--- config.mk ---
export PLATFORM = sky130hd
export DESIGN_NAME = clk_enable_gen
export DESIGN_NICKNAME = d
export VERILOG_FILES = /design/src/rtl/clk_enable_gen.sv
export SDC_FILE = /design/constraint.sdc
export NUM_CORES = 1
export LEC_CHECK = 0
export CAP_MARGIN = 20
export CORE_MARGIN = 2
export CORE_UTILIZATION = 51
export DETAILED_ROUTE_END_ITERATION = 6
export HOLD_SLACK_MARGIN = 0.12
export PLACE_DENSITY = 0.82
export SYNTH_ARGS = -nofsm -noshare
export SYNTH_HDL_FRONTEND = slang
export SYNTH_SLANG_ARGS = --single-unit
--- constraint.sdc ---
create_clock -name clk -period 2.8 [get_ports clk]
set_input_delay 0.56 -clock clk [delete_from_list [all_inputs] [get_ports clk]]
set_output_delay 0.56 -clock clk [all_outputs]
set_load 0.03 [all_outputs]
--- src/rtl/clk_enable_gen.sv ---
// clk_enable_gen: multi-channel clock-enable generator.
//
// Each of N_CH channels divides the master clock by its own programmable divisor.
// For every channel it produces a one-cycle tick (clock enable) and a 50%-duty
// square wave. All downstream logic stays on clk and is qualified with the ticks.
//
// Ports:
//   clk     in   1            master clock, rising edge
//   rst     in   1            synchronous active-high reset
//   en      in   N_CH         per-channel run enable (low pauses the channel)
//   sync    in   1            restart all channels in phase
//   wr_en   in   1            divisor write strobe
//   wr_ch   in   3            write target channel (>= N_CH is ignored)
//   wr_div  in   CNT_W        new divisor value
//   tick    out  N_CH         one-cycle pulse per channel period (registered)
//   sq      out  N_CH         square wave, toggles on every tick (registered)
//   div_q   out  N_CH*CNT_W   current divisor of every channel
module clk_enable_gen #(
  parameter int unsigned              N_CH     = 3,
  parameter int unsigned              CNT_W    = 32,
  parameter logic [N_CH*CNT_W-1:0]    DIV_INIT = {32'd2, 32'd65536, 32'd50000000}
) (
  input  logic                     clk,
  input  logic                     rst,
  input  logic [N_CH-1:0]          en,
  input  logic                     sync,
  input  logic                     wr_en,
  input  logic [2:0]               wr_ch,
  input  logic [CNT_W-1:0]         wr_div,
  output logic [N_CH-1:0]          tick,
  output logic [N_CH-1:0]          sq,
  output logic [N_CH*CNT_W-1:0]    div_q
);

  for (genvar i = 0; i < N_CH; i++) begin : g_ch
    localparam logic [2:0] ChIdx = 3'(i);

    logic [CNT_W-1:0] divisor_q, divisor_d;
    logic [CNT_W-1:0] count_q, count_d;
    logic             tick_q, tick_d;
    logic             sq_q, sq_d;
    logic             wr_hit;

    // Channels >= N_CH have no ChIdx, so out-of-range writes never match.
    assign wr_hit = wr_en && (wr_ch == ChIdx);

    always_comb begin
      divisor_d = divisor_q;
      count_d   = count_q;
      tick_d    = 1'b0;
      sq_d      = sq_q;
      if (sync) begin
        count_d = '0;
        sq_d    = 1'b0;
      end else if (wr_hit) begin
        // Restart the period under the new divisor; sq keeps its level.
        divisor_d = wr_div;
        count_d   = '0;
      end else if (divisor_q == '0) begin
        count_d = '0;
      end else if (en[i]) begin
        // divisor_q >= 1 here, so divisor_q - 1 cannot underflow.
        if (count_q == divisor_q - CNT_W'(1)) begin
          count_d = '0;
          tick_d  = 1'b1;
          sq_d    = ~sq_q;
        end else begin
          count_d = count_q + CNT_W'(1);
        end
      end
    end

    always_ff @(posedge clk) begin
      if (rst) begin
        divisor_q <= DIV_INIT[i*CNT_W +: CNT_W];
        count_q   <= '0;
        tick_q    <= 1'b0;
        sq_q      <= 1'b0;
      end else begin
        divisor_q <= divisor_d;
        count_q   <= count_d;
        tick_q    <= tick_d;
        sq_q      <= sq_d;
      end
    end

    assign tick[i]                   = tick_q;
    assign sq[i]                     = sq_q;
    assign div_q[i*CNT_W +: CNT_W]   = divisor_q;
  end

endmodule

# Word level (Yosys, flattened, before mapping)

Cells that the tools add are included.

$add $sub $neg: 6
$mul: 0
Equal/unequal tests: 5
Muxes and demuxes: 6
Shifts and indexed selects: 0
Bitwise gates (word level): 13
Order comparisons: 0
Reduce and logical (&&, ||, !) cells: 20
Divide/modulo/power cells: 0

Operators by type and width:

| cell                                                                   | count |
|---|---|
| 32-bit by 1-bit adder with 32-bit output (second input constant)       | 3 |
| 32-bit equality test                                                   | 3 |
| 32-bit logical NOT                                                     | 3 |
| 32-bit 2-to-1 mux                                                      | 3 |
| 32-bit by 1-bit subtractor with 32-bit output (second input constant)  | 3 |
| 5-bit OR reduction                                                     | 3 |
| 1-bit inverter                                                         | 13 |
| 4-bit AND reduction                                                    | 3 |
| 4-bit OR reduction                                                     | 3 |
| 2-bit AND reduction                                                    | 3 |
| 3-bit by 1-bit equality test with 1-bit output (second input constant) | 1 |
| 3-bit by 2-bit equality test with 1-bit output (second input constant) | 1 |
| 1-bit logical AND                                                      | 3 |
| 3-bit logical NOT                                                      | 1 |
| 1-bit 2-to-1 mux                                                       | 3 |
| 2-bit OR reduction                                                     | 1 |

Latch bits: 0
Bits in read-only memories: 0
Memories kept: 0
Word-level logic and storage cells: 62
Output and inout bits: 102
RAM bits: 0
Flip-flop bits (word level): 198

# Logic depth before layout (Yosys ltp)

Depth after elaboration: 4
Mapped depth: 13
Mapped depth without buffers: 10

# Worst setup path before layout

OpenSTA, ideal clock, no wires.

Path kind: reg-to-reg
Start: reg g_ch[1].divisor_q[17]
End: reg g_ch[1].count_q[19]
Path buffers: 1
Data required time: 2.659 ns
Setup time: 0.141 ns
Arrival time: 2.971 ns
Cell stages (with the launch flop): 10
Clock period less this slack: 3.112 ns
Slack: -0.312 ns
Cells stage by stage: dfxtp_1 -> or4_4 -> or4_4 -> nor4_4 -> xor2_1 -> o221ai_1 -> a22oi_2 -> nor4_4 -> buf_6 -> nor3_2

Word-level cells in the longest chain between the ends: 3
Elaborated cells between the ends (all ways): 5

Ends and longest elaborated chain:

| element                                       | RTL line | text |
|---|---|---|
| start: declaration                            | 38       | `logic [CNT_W-1:0] divisor_q, divisor_d;` |
| start signal: assignment                      | 75       | `divisor_q <= DIV_INIT[i*CNT_W +: CNT_W];` |
| start signal: assignment                      | 80       | `divisor_q <= divisor_d;` |
| 32-bit by 1-bit subtractor with 32-bit output | 63       | `if (count_q == divisor_q - CNT_W'(1)) begin` |
| 32-bit equality test                          | 63       |  |
| 32-bit 2-to-1 mux                             | 63       |  |
| end signal: assignment                        | 81       | `count_q <= count_d;` |
| end: declaration                              | 39       | `logic [CNT_W-1:0] count_q, count_d;` |

Several ways; a longest one is shown, not always the timed one.
A chain may end at the register's enable or synchronous reset.

# Worst setup path in the final report

Start: reg g_ch[1].divisor_q[19]
End: reg g_ch[1].count_q[11]

Same word-level chain as after synthesis.

==> flow_metrics.py <==
metrics = {
    "clocking": {
        "cts_sinks": 198,
        "clkTransAtPathRegs_ns": 0.08,
        "clock_path_buffers": 2,
        "cts_buffers": 17,
        "clk_latency_ns": 0.44,
        "cts_tree": "done",
        "clockRootBuffer": "clkbuf_16",
        "cts_max_level": 4,
    },
    "power": {
        "powerDensity_nw_per_um2": 375,
        "power.internal_w": 0.00443,
        "p_comb_share_pct": 13.1,
        "p_sw_share_pct": 27.6,
        "p_clk_share_pct": 40.2,
        "seq_power_share_pct": 46.7,
        "leakagePower_nw": 5.80,
        "p_sw_w": 0.00169,
        "peakVddDrop_mv": 0.368,
    },
    "die": {
        "start_util_pct": 51.8,
        "row_count": 55,
        "die_width_um": 156,
        "io_pins": 144,
        "die-area_um2": 24200,
        "coreArea_um2": 22600,
        "chipHeight_um": 156,
    },
    "min_path": {
        "min_to": "g_ch[1].divisor_q[13]$_SDFFE_PP0P_",
        "holdPathStages": 2,
        "min_path_type": "reg2reg",
        "holdCritStartpoint": "g_ch[1].divisor_q[13]$_SDFFE_PP0P_",
    },
    "setup_path": {
        "worst_r2r_startpoint": "g_ch[1].divisor_q[19]$_SDFFE_PP0P_",
        "worst_path_largest_cell_delay_ns": 0.40,
        "crit_path_top_delay_cell": "nor4_4",
        "cp_cell_sequence": "buf_4 > xnor2_1 > o22ai_1 > a2111oi_2 > nand3_1 > a2111oi_4 > o2111ai_2 > nor4_4 > buf_4 > clkbuf_16 > nor3_4",
        "start_kind": "register",
        "crit_top_cell": "buf_4",
        "r2r_end": "g_ch[1].count_q[11]$_SDFFE_PP0P_",
        "crit_path_end_kind": "register",
        "cp_data_required_time_ns": 3.13,
        "critical_path_class": "reg2reg",
        "crit_arrival_ns": 3.45,
        "critical-path-top-delay-family": "compound AO/OA/AOI/OAI gates",
        "crit_path_max_fanout": 6,
        "cp_num_buf_inv": 3,
        "reg2reg_depth": 11,
        "r2r_setup_slack_ns": -0.32,
    },
    "yosys": {
        "yosysUniqueCellTypes": 74,
        "synthCells": 1491,
        "ys_async_sr_fraction_pct": 0,
        "yosysSeqAreaShare_pct": 33.8,
        "synth_nets": 1539,
        "syn_area_um2": 11700,
        "synth-edff-count": 0,
        "synth.largest_area_cell": "dfxtp_1",
        "yosys-top-cells-count": "nand2_1 (265), dfxtp_1 (198), xnor2_1 (119), nor2_1 (108), a21oi_1 (97)",
        "synth_top_cell_area_share_pct": 33.8,
        "yosysMostFrequentCell": "nand2_1",
        "yosysWarningCount": 0,
        "synth_seq_cells": 198,
        "synth_area_leaders": "dfxtp_1 (34%), xnor2_1 (8.9%), nand2_1 (8.5%)",
        "ys.flop_type": "dfxtp_1",
        "avgSynthCellArea_um2": 7.87,
    },
    "grt": {
        "first_global_vias": 12100,
        "track_usage_pct": 31.3,
        "grt-ovfl-total": 0,
        "grt_pass1_wl_um": 61000,
        "grt_max_degree": 39,
        "antenna_found_initial": 0,
    },
    "timing": {
        "fin_crit_sh_pct": 111,
        "setup_tns_ns": -19.97,
        "slew_violations": 0,
        "hold_violations": 0,
        "slew_headroom_pct": 49.8,
        "post-route-worst-setup-slack_ns": -0.318,
        "rsz0062_at_grt": "true",
        "worst_pin_slew_ns": 0.752,
        "timing.hold.ws_ns": 0.499,
        "fmax_mhz": 321,
        "finalCriticalPeriod_ns": 3.12,
        "skew_ns": 0.0144,
        "setup_viol": 99,
    },
    "layout": {
        "area_delta_synth_final_pct": 39.3,
        "finalInstanceArea_um2": 16300,
        "drive_above_1_share_pct": 24.1,
        "fin_util_pct": 72.2,
        "fin_nets": 1813,
        "antenna_cells": 0,
    },
    "route": {
        "drt-total-wl_um": 40400,
        "wl_per_cell_um": 19.6,
        "detail-route-antenna-nets": 0,
        "vias_per_cell": 6.19,
        "first_pass_iters": 5,
        "num_vias": 12800,
        "drtIter0Drc": 1276,
        "post-route-drc-count": 0,
    },
    "placed_design": {
        "hpwl_um": 28400,
        "globalplace.congestion": 0.961,
        "postPlaceCellArea_um2": 14700,
        "io_buffers": 143,
    },
    "status": {
        "status": "complete, but fails checks",
        "violations": "setup timing",
    },
    "run": {
        "maxCapViolCount": 0,
    },
}
==> worst max path at each step <==
stage                                       end  slack, ns                          startpoint  depth (start not counted)
2_1_floorplan  g_ch[1].count_q[19]$_SDFFE_PP0P_      -0.18   g_ch[1].divisor_q[4]$_SDFFE_PP0P_                         10
3_3_place_gp          g_ch[1].tick_q$_SDFF_PP0_      -0.18   g_ch[1].divisor_q[0]$_SDFFE_PP0P_                          9
3_5_place_dp          g_ch[1].tick_q$_SDFF_PP0_      -0.26   g_ch[1].divisor_q[1]$_SDFFE_PP0P_                         11
4_1_cts               g_ch[1].tick_q$_SDFF_PP0_      -0.20  g_ch[1].divisor_q[22]$_SDFFE_PP0P_                         11
5_1_grt         g_ch[1].count_q[6]$_SDFFE_PP0P_      -0.40  g_ch[1].divisor_q[19]$_SDFFE_PP0P_                         11
6_report       g_ch[1].count_q[11]$_SDFFE_PP0P_      -0.32  g_ch[1].divisor_q[19]$_SDFFE_PP0P_                         11
==> routing by layer <==
layer / global-route usage (%) / routed length [um] / vias up
li1: - / - / 5787
met1: 39.8 / 15800 / 6044
met2: 51.6 / 19000 / 749
met3: 4.92 / 3590 / 182
met4: 15.9 / 2030 / 0
met5: 0 / 0 / -
==> area by class of cell <==
type	count	area (um^2)
fill	1576	6300
clock buffer	21	472
inverter	24	90.1
timing repair buffer	349	3220
clock inverter	11	105
sequential	198	4000
tap	285	357
multi-input combinational	1175	8090
==> flip-flops by register name, summed over array words and instances (netlist names) <==
| signal | count |
|---|---|
| g_ch.count_q | 96 |
| g_ch.divisor_q | 96 |
| g_ch.sq_q | 3 |
| g_ch.tick_q | 3 |
==> cell usage in the layout (no fill, tap or decap), types with 6 or more instances in the layout <==
cell type / netlist / layout
xnor2_1: 119 / 118
and2_1: 8 / 7
or4_1: 16 / 11
nor3_1: 46 / 32
nand4_1: 40 / 40
nor4_4: 2 / 28
nor2b_1: 9 / 8
and3_1: 23 / 23
clkdlybuf4s50_1: 0 / 142
nor4_2: 3 / 12
or4_4: 4 / 9
and4_1: 12 / 11
inv_1: 24 / 22
nor4_1: 58 / 23
a211o_1: 6 / 6
buf_4: 9 / 187
nor3_2: 27 / 38
nor2_1: 108 / 72
nand3b_1: 17 / 17
nand2b_1: 15 / 15
a31oi_1: 13 / 13
or3_1: 17 / 16
nor2_2: 0 / 35
nand2_1: 265 / 264
dfxtp_1: 198 / 176
a21oi_1: 97 / 95
nand3_1: 53 / 53
dfxtp_2: 0 / 17
xor2_1: 96 / 95
clkbuf_16: 0 / 24
o21ai_0: 16 / 16
buf_12: 0 / 7
==> power groups by stage <==
stage / sequential (W) / clock (W) / combinational (W)
2_1_floorplan: 0.00297 / 0 / 0.000317
3_3_place_gp: 0.00292 / 0 / 0.000655
3_5_place_dp: 0.00292 / 0 / 0.000664
4_1_cts: 0.00285 / 0.00245 / 0.000721
5_1_grt: 0.00286 / 0.00257 / 0.000839
6_report: 0.00286 / 0.00246 / 0.000802
==> cell families (layout without fill, tap and decap cells) <==
logic type / Yosys count / in the layout / synth area share, %
flip-flops: 198 / 198 / 33.8
buffers and inverters: 118 / 405 / 4.49
AO/OA/AOI/OAI: 197 / 197 / 10.8
XOR/XNOR: 215 / 215 / 16.1
AND/OR/NAND/NOR: 750 / 750 / 33.6
multiplexers: 7 / 7 / 0.619
adder cells (fa/ha/maj): 6 / 6 / 0.640
==> what timing repair did <==
| item | in CTS | in global routing |
|---|---|---|
| pin swaps | 22 | 22 |
| gates resized for setup | 59 | 89 |
| hold buffers | 0 | 0 |
| cloned | 5 | 5 |
| buffers inserted | 10 | 7 |
| setup endpoints to repair | 101 | 100 |
==> worst reg2reg max path: stages (launching register included) <==
cell	delay [ns]
dfxtp_2	0.33
buf_4	0.14
xnor2_1	0.38
o22ai_1	0.16
a2111oi_2	0.37
nand3_1	0.19
a2111oi_4	0.39
o2111ai_2	0.22
nor4_4	0.40
buf_4	0.22
clkbuf_16	0.16
nor3_4	0.05
==> stage by stage <==
step | power [W] | std cells | setup WS (ns)
floorplan | 0.00328 | 1491 | -0.179
global placement | 0.00357 | 2008 | -0.182
detailed placement | 0.00358 | 2008 | -0.261
CTS | 0.00603 | 2054 | -0.200
global route | 0.00626 | 2063 | -0.400
finish | 0.00612 | 2063 | -0.318
Power figures use the tool's default switching activity.
